$ cat src/rtl/pipe_pkg.sv
// Shared types for the pipe_skid elastic buffer.
//   pipe_skid_state_e : occupancy state of the two-entry buffer
//   count_width_lp    : width of the occupancy count output
package pipe_pkg;

    localparam int unsigned count_width_lp = 2;

    typedef enum logic [1:0] {
        EMPTY = 2'd0,
        BUSY  = 2'd1,
        FULL  = 2'd2
    } pipe_skid_state_e;

    // Occupancy implied by a state.
    function automatic logic [count_width_lp-1:0] state_count(input pipe_skid_state_e s);
        case (s)
            EMPTY:   state_count = count_width_lp'(0);
            BUSY:    state_count = count_width_lp'(1);
            FULL:    state_count = count_width_lp'(2);
            default: state_count = count_width_lp'(0);
        endcase
    endfunction

endpackage

$ cat src/rtl/pipe_skid_dff.sv
// dff: width_p-bit storage register with load enable and asynchronous,
// active-high reset to reset_val_p.
//   clk_i   : clock
//   reset_i : asynchronous reset, active high
//   w_v_i   : load enable
//   data_i  : value to load
//   data_o  : stored value
module dff #(
    parameter int unsigned        width_p     = 32,
    parameter logic [width_p-1:0] reset_val_p = '0
) (
    input  logic               clk_i,
    input  logic               reset_i,
    input  logic               w_v_i,
    input  logic [width_p-1:0] data_i,
    output logic [width_p-1:0] data_o
);

    // Storage register.
    always_ff @(posedge clk_i or posedge reset_i) begin
        if (reset_i) begin
            data_o <= reset_val_p;
        end else if (w_v_i) begin
            data_o <= data_i;
        end
    end

endmodule

$ cat src/rtl/pipe_skid.sv
// pipe_skid: two-entry skid buffer with valid/ready on both sides and a
// synchronous flush. ready_o and v_o decode only the state register, so no
// combinational path crosses the stage boundary.
//   clk_i, rst_ni     : clock, asynchronous active-low reset
//   flush_i           : discard all buffered entries (wins over transfers)
//   v_i, data_i       : upstream valid and payload
//   ready_o           : buffer can accept
//   v_o, data_o       : downstream valid and payload (from main register)
//   ready_i           : downstream ready
//   count_o           : occupancy 0..2
module pipe_skid
    import pipe_pkg::*;
#(
    parameter int unsigned        width_p     = 32,
    parameter logic [width_p-1:0] reset_val_p = '0
) (
    input  logic                      clk_i,
    input  logic                      rst_ni,
    input  logic                      flush_i,
    input  logic                      v_i,
    input  logic [width_p-1:0]        data_i,
    output logic                      ready_o,
    output logic                      v_o,
    output logic [width_p-1:0]        data_o,
    input  logic                      ready_i,
    output logic [count_width_lp-1:0] count_o
);

    pipe_skid_state_e   state_q, state_n;
    logic               main_we, skid_we, main_from_skid;
    logic               in_xfer, out_xfer;
    logic [width_p-1:0] main_d, skid_q;

    // Handshake outputs decode the registered state only.
    assign v_o      = (state_q != EMPTY);
    assign ready_o  = (state_q != FULL);
    assign count_o  = state_count(state_q);

    assign in_xfer  = v_i & ready_o;
    assign out_xfer = v_o & ready_i;

    // State register.
    always_ff @(posedge clk_i or negedge rst_ni) begin
        if (!rst_ni) begin
            state_q <= EMPTY;
        end else begin
            state_q <= state_n;
        end
    end

    // Next state and register load enables.
    always_comb begin
        state_n        = state_q;
        main_we        = 1'b0;
        skid_we        = 1'b0;
        main_from_skid = 1'b0;

        case (state_q)
            EMPTY: begin
                if (in_xfer) begin
                    main_we = 1'b1;
                    state_n = BUSY;
                end
            end
            BUSY: begin
                if (in_xfer && out_xfer) begin
                    main_we = 1'b1;
                end else if (in_xfer) begin
                    skid_we = 1'b1;
                    state_n = FULL;
                end else if (out_xfer) begin
                    state_n = EMPTY;
                end
            end
            FULL: begin
                // The skid entry moves up only once the main entry leaves.
                if (out_xfer) begin
                    main_we        = 1'b1;
                    main_from_skid = 1'b1;
                    state_n        = BUSY;
                end
            end
            default: begin
                state_n = EMPTY;
            end
        endcase

        // Flush drops everything, including a same-cycle in-transfer; the
        // registers keep their contents.
        if (flush_i) begin
            state_n = EMPTY;
            main_we = 1'b0;
            skid_we = 1'b0;
        end
    end

    assign main_d = main_from_skid ? skid_q : data_i;

    // Main register: head of the FIFO, always drives data_o.
    dff #(
        .width_p    (width_p),
        .reset_val_p(reset_val_p)
    ) u_main (
        .clk_i  (clk_i),
        .reset_i(~rst_ni),
        .w_v_i  (main_we),
        .data_i (main_d),
        .data_o (data_o)
    );

    // Skid register: second entry, captured while downstream stalls.
    dff #(
        .width_p    (width_p),
        .reset_val_p(reset_val_p)
    ) u_skid (
        .clk_i  (clk_i),
        .reset_i(~rst_ni),
        .w_v_i  (skid_we),
        .data_i (data_i),
        .data_o (skid_q)
    );

endmodule

$ cat config.mk
export PLATFORM = sky130hd
export DESIGN_NAME = pipe_skid
export DESIGN_NICKNAME = d
export VERILOG_FILES = /design/src/rtl/pipe_pkg.sv /design/src/rtl/pipe_skid_dff.sv /design/src/rtl/pipe_skid.sv
export SDC_FILE = /design/constraint.sdc
export NUM_CORES = 1
export LEC_CHECK = 0
export CELL_PAD_IN_SITES_DETAIL_PLACEMENT = 0
export CELL_PAD_IN_SITES_GLOBAL_PLACEMENT = 1
export CORE_UTILIZATION = 45
export CTS_CLUSTER_DIAMETER = 200
export DETAILED_ROUTE_END_ITERATION = 10
export PLACE_DENSITY_LB_ADDON = 0.1
export SETUP_SLACK_MARGIN = 0.4
export SYNTH_ARGS = -nofsm -noshare
export SYNTH_HDL_FRONTEND = slang
export SYNTH_HIERARCHICAL = 1
export SYNTH_SLANG_ARGS = --single-unit
$ cat constraint.sdc
create_clock -name clk_i -period 2.4 [get_ports clk_i]
set_clock_uncertainty 0.05 [all_clocks]
set_input_delay 0.36 -clock clk_i [delete_from_list [all_inputs] [get_ports clk_i]]
set_output_delay 0.36 -clock clk_i [all_outputs]
set_load 0.05 [all_outputs]
==> results of run 1 <==
metal layers:
layer | vias to the layer above | wire length [um] | part of all wire
met5 | - | 0 | 0
met2 | 45 | 2850 | 0.47
met1 | 911 | 2900 | 0.48
li1 | 831 | - | -
met3 | 5 | 269 | 0.044
met4 | 0 | 49 | 0.0081
flip-flops by register name, indices dropped and copies added (netlist names):
| signal | cells |
|---|---|
| u_skid/data_o | 32 |
| u_main/data_o | 32 |
| state_q | 2 |
path summary, 6_finish.rpt:
path / startpoint / cells past startpoint / end / slack, ps
max: u_main/data_o[3] / 1 / data_o[3] / 460
max in group asynchronous: rst_ni / 4 / u_main/data_o[13] / 1420
min in group clk_i: u_main/data_o[12] / 1 / u_main/data_o[12] / 460
min reg2reg: u_main/data_o[12] / 1 / u_main/data_o[12] / 460
max reg2reg: state_q[1] / 5 / u_main/data_o[19] / 620
min: rst_ni / 1 / state_q[1] / 150
cells in the mapped netlist:
library cell	number
or2_2	1
a21oi_1	1
nor2b_4	1
and2b_2	2
buf_12	9
mux2_4	90
mux2_2	6
and2_2	1
dfrtp_1	66
nor3_1	1
a211oi_1	1
buf_6	2
inv_1	4
nand2_1	3
nand2_4	1
o21bai_1	1
a31oi_1	1
nor2_1	1
per-stage QoR:
stage                     power, W  cells
after floorplan            0.00246    192
after global placement     0.00283    360
after detailed placement   0.00285    360
after CTS                  0.00384    376
after global routing       0.00398    376
final                      0.00380    376
power groups by stage:
stage	Sequential, W	Clock, W	Combinational [W]
after floorplan	0.00192	0	0.000545
after global placement	0.00155	0	0.00128
after detailed placement	0.00156	0	0.00130
after CTS	0.00154	0.00100	0.00130
after global routing	0.00157	0.00106	0.00135
final	0.00154	0.000971	0.00129
kinds of logic (layout without fill, tap and decap cells):
| family | Yosys count | in the layout | synth area share |
|---|---|---|---|
| AO/OA/AOI/OAI | 4 | 4 | 0.00775 |
| buffers and inverters | 15 | 100 | 0.0642 |
| flip-flops | 66 | 66 | 0.487 |
| multiplexers | 96 | 96 | 0.418 |
| AND/OR/NAND/NOR | 11 | 11 | 0.0225 |
cell type report:
cell class	count	area, um^2	area share
sequential	66	1650	0.379
inverter	4	15.0	0.00345
timing repair buffer	80	813	0.187
clock buffer	11	151	0.0348
multi-input combinational	111	1540	0.353
tap	99	124	0.0284
clock inverter	5	61.3	0.0141
==> reports/qor.txt, run 1 <==
Status -> complete, no violations
Final setup viols -> 0
Initial drt markers -> 42
Crit path max fanout -> 2
Post-CTS Resized -> 4
CTS Buf Count -> 9
CP Capture Type -> output pin
Psw -> 0.00122 W
Commonest cells after routing, fill and taps aside -> mux2_4 (90), clkdlybuf4s50_1 (68), dfrtp_1 (66)
Synth unique cells -> 18
CTS Sinks -> 66
Synth Register Bits -> 66
Post-route minimum period -> 1940 ps
Final Hold Vio Count -> 0
Rel. slew slack -> 0.649
Top Usage Layer GRT -> met2
Via count -> 1792
Buffering stage count on the worst path with inverters included -> 1
Nets@finish -> 309
Setup WS post-layout -> 461 ps
Final TNS setup -> 0 ps
Comb power frac -> 0.339
Commonest non-fill, non-tap cell in the layout -> mux2_4
Antenna Nets Post-Route -> 0
Fillcell total -> 589
Seq/Total Area, Yosys -> 0.487
CTS Buffer Depth -> 2
Worst-Margin Slew -> 526 ps
P per Cell Area -> 872 nW/um^2
DIE AREA -> 7890 um^2
Largest area contributor in the netlist -> dfrtp_1
Sequential share of power -> 0.406
Pre-CTS setup slack -> 288 ps
Max incr delay on CP -> 820 ps
Pint -> 0.00258 W
Sw Share -> 0.321
I/O pin count -> 73
CTS root buffer -> clkbuf_8
Mapped Nets -> 229
First drt pass iteration count -> 4
Total Routed Length -> 6.08 mm
GR Overflow Total -> 0
Hold Buf Count CTS -> 0
Critical path arrival -> 1530 ps
GRT Resource Usage Total -> 0.169
Core area -> 7250 um^2
Area contributors post-synth -> dfrtp_1 (49%), mux2_4 (40%), buf_12 (5.3%), mux2_2 (2.0%), buf_6 (0.66%)
Required time of the critical path -> 1990 ps
Kind of critical path -> reg -> out
Unrepaired setup endpoints after global routing -> false
Leakage -> 2.04 nW
Gp weighted congestion -> 0.654
Finished layout cell area -> 4350 um^2
Placed Area -> 4150 um^2
Max-Cap Viols -> 0
Synthesized instance count -> 192
Diode count -> 0
PortBufs -> 72
Worst-path cell chain -> clkdlybuf4s50_1
DR DRC count -> 0
Detailed placer's ending HPWL -> 3.88 mm
Clock-pin slew on the worst setup and hold paths -> 80 ps
Rows -> 31
First-pass GRT wire length -> 9.71 mm
Clock power share -> 0.256
Cell family with most CP delay -> buffers and inverters
Min-Delay Path Class -> in -> async
H-tree lvl count -> 3
Post-CTS Setup Inserts -> 0
Worst-Skew Late Latency -> 320 ps
Die Y -> 88.8 um
Drt wl/cell -> 16.2 um
Met1 GRT Util -> 0.230
Synthesized area -> 3390 um^2
M3 GR Usage -> 0.0373
Antenna violations before repair -> 0
Synth warn -> 6
Fmax -> 516 MHz
Largest net degree at the start of global routing -> 33
Top cell type's share of synthesized area -> 0.487
Area Overhead vs Synth -> 28.4%
Initial core utilization -> 0.467
Syn Area/Cell -> 17.7 um^2
Met2 usage -> 0.263
Pins Over Slew Limit -> 0
Vias in the first global route -> 1932
Final core occ -> 0.600
Max stage delay cell, worst path -> clkdlybuf4s50_1
Layout cell share with drive strength beyond 1 -> 0.462
CTS tree -> yes
Final worst-path cycle share -> 0.808
Hold WS -> 150 ps
Worst vdd rail ir drop -> 0.000429 V
Vias per cell -> 4.77
Crit start category -> flip-flop
Die Wd -> 88.8 um
No activity file was read; power rests on OpenSTA's default activity.
==> inputs of run 2 (changes only) <==
--- a/config.mk
+++ b/config.mk
@@ -7,7 +7,7 @@
 export LEC_CHECK = 0
 export CELL_PAD_IN_SITES_DETAIL_PLACEMENT = 0
 export CELL_PAD_IN_SITES_GLOBAL_PLACEMENT = 1
-export CORE_UTILIZATION = 45
+export CORE_UTILIZATION = 43
 export CTS_CLUSTER_DIAMETER = 200
 export DETAILED_ROUTE_END_ITERATION = 10
 export PLACE_DENSITY_LB_ADDON = 0.1
==> constraint.sdc (replaced) <==
create_clock -name clk_i -period 1.84 [get_ports clk_i]
set_clock_uncertainty 0.05 [all_clocks]
set_input_delay 0.276 -clock clk_i [delete_from_list [all_inputs] [get_ports clk_i]]
set_output_delay 0.276 -clock clk_i [all_outputs]
set_load 0.05 [all_outputs]
==> run 2 against run 1 <==
First-iteration DRC count up 19%; cell area up 6.8%; critical path depth up 6; combinational power up 31%; register-to-register slack worse by 580 ps; wire length up 12%; clock power up 23%; non-clock buffer count up 23; largest power group unchanged; critical path type is now reg -> reg; total power up 29%; sequential power up 31%; cell count up 6.6%.
==> reports/qor.txt, run 2 (synthesis gave the netlist of run 1 again) <==
GR Overflow Total -> 0
Placed Area -> 4210 um^2
Commonest non-fill, non-tap cell in the layout -> mux2_4
Antenna violations before repair -> 0
Finished layout cell area -> 4650 um^2
Die Y -> 90.8 um
Worst-Skew Late Latency -> 340 ps
Rows -> 32
Diode count -> 0
Fmax -> 557 MHz
Final setup viols -> 0
Worst-path cell chain -> buf_4 -> and2_2 -> o21bai_2 -> a21oi_4 -> buf_6 -> clkbuf_16 -> mux2_4
Largest net degree at the start of global routing -> 33
Top flop regs -> u_main/data_o x32, u_skid/data_o x32, state_q x2
P per Cell Area -> 1050 nW/um^2
Commonest cells after routing, fill and taps aside -> mux2_4 (90), dfrtp_1 (65), clkdlybuf4s50_1 (36)
Kind of critical path -> reg -> reg
Initial core utilization -> 0.441
Via count -> 1881
Leakage -> 2.23 nW
Crit start category -> flip-flop
Final worst-path cycle share -> 0.976
Sequential share of power -> 0.411
PortBufs -> 72
CTS Sinks -> 66
First-pass GRT wire length -> 11.0 mm
Required time of the critical path -> 2010 ps
Vias in the first global route -> 2053
Final TNS setup -> 0 ps
CTS Buffer Depth -> 2
Pins Over Slew Limit -> 0
Area Overhead vs Synth -> 37.1%
FF+latch area -> 1650 um^2
Worst-Margin Slew -> 282 ps
Critical path arrival -> 1960 ps
H-tree lvl count -> 3
Clock-pin slew on the worst setup and hold paths -> 70 ps
I/O pin count -> 73
Multi-input logic area -> 1560 um^2
Post-route minimum period -> 1800 ps
Detailed placer's ending HPWL -> 4.05 mm
Gp weighted congestion -> 0.744
CTS root buffer -> clkbuf_8
Max incr delay on CP -> 410 ps
Rel. slew slack -> 0.812
Min-Delay Path Class -> in -> async
Fillcell total -> 627
Nets@finish -> 332
Hold Buf Count CTS -> 0
Final Hold Vio Count -> 0
Overall power -> 0.00489 W
Clock power share -> 0.243
Final core occ -> 0.605
Antenna Nets Post-Route -> 0
Core area -> 7690 um^2
CTS tree -> yes
First drt pass iteration count -> 4
Max-Cap Viols -> 0
Max stage delay cell, worst path -> dfrtp_1
Comb power frac -> 0.346
Hold WS -> 57.0 ps
CP Capture Type -> flip-flop
Status -> complete, no violations
Drt wl/cell -> 16.9 um
Unrepaired setup endpoints after global routing -> true
GRT Resource Usage Total -> 0.176
Sw Share -> 0.324
Worst vdd rail ir drop -> 0.000523 V
Vias per cell -> 4.69
Psw -> 0.00159 W
Cell family with most CP delay -> buffers and inverters
DR DRC count -> 0
DIE AREA -> 8240 um^2
Die Wd -> 90.8 um
Pint -> 0.00331 W
Initial drt markers -> 50
Buffering stage count on the worst path with inverters included -> 3
CTS Buf Count -> 9
Crit path max fanout -> 6
Layout cell share with drive strength beyond 1 -> 0.635
Total Routed Length -> 6.78 mm
run 2: worst paths after layout:
kind / cells past startpoint / start / slack, ps / to
max: 7 / state_q[1] / 40 / u_main/data_o[23]
min: 1 / rst_ni / 60 / state_q[1]
max reg2reg: 7 / state_q[1] / 40 / u_main/data_o[23]
min reg2reg: 1 / u_main/data_o[17] / 460 / u_main/data_o[17]
max in group asynchronous: 4 / rst_ni / 1030 / u_main/data_o[16]
min in group clk_i: 1 / u_main/data_o[17] / 460 / u_main/data_o[17]
run 2: layout make-up:
cell class	instances	area share
inverter	4	0.00323
multi-input combinational	111	0.335
tap	102	0.0275
timing repair buffer	103	0.239
clock buffer	12	0.0312
clock inverter	3	0.00861
sequential	66	0.356
run 2: worst reg2reg max path: cells and delay by family, from the launching register on:
family	cells	cell delay [ps]
AO/OA/AOI/OAI	2	310
buffers and inverters	3	450
flip-flops	1	410
multiplexers	1	290
AND/OR/NAND/NOR	1	170
run 2: stage by stage:
stage                     worst slack [ps]  instances
after floorplan                       54.9        192
after global placement                -174        369
after detailed placement              -219        369
after CTS                             60.1        396
after global routing                 -5.28        401
final                                 43.7        401
run 2: what timing repair did:
action | in CTS | in global routing
setup buffers | 9 | 4
endpoints found under the setup margin | 93 | 79
cloned | 3 | 1
resized for setup | 89 | 30
pin swaps | 1 | 1
run 2: layer usage:
metal / up-vias / global-route usage / share of wire
met2: 49 / 0.274 / 0.47
met4: 0 / 0.0476 / 0.0081
met5: - / 0 / 0
li1: 877 / - / -
met3: 6 / 0.0581 / 0.041
met1: 949 / 0.235 / 0.48
run 2: power groups by stage:
stage                     clock (W)  combinational [W]  sequential, W
after floorplan                   0           0.000711        0.00250
after global placement            0            0.00166        0.00204
after detailed placement          0            0.00169        0.00203
after CTS                   0.00122            0.00170        0.00202
after global routing        0.00128            0.00177        0.00206
final                       0.00119            0.00169        0.00201
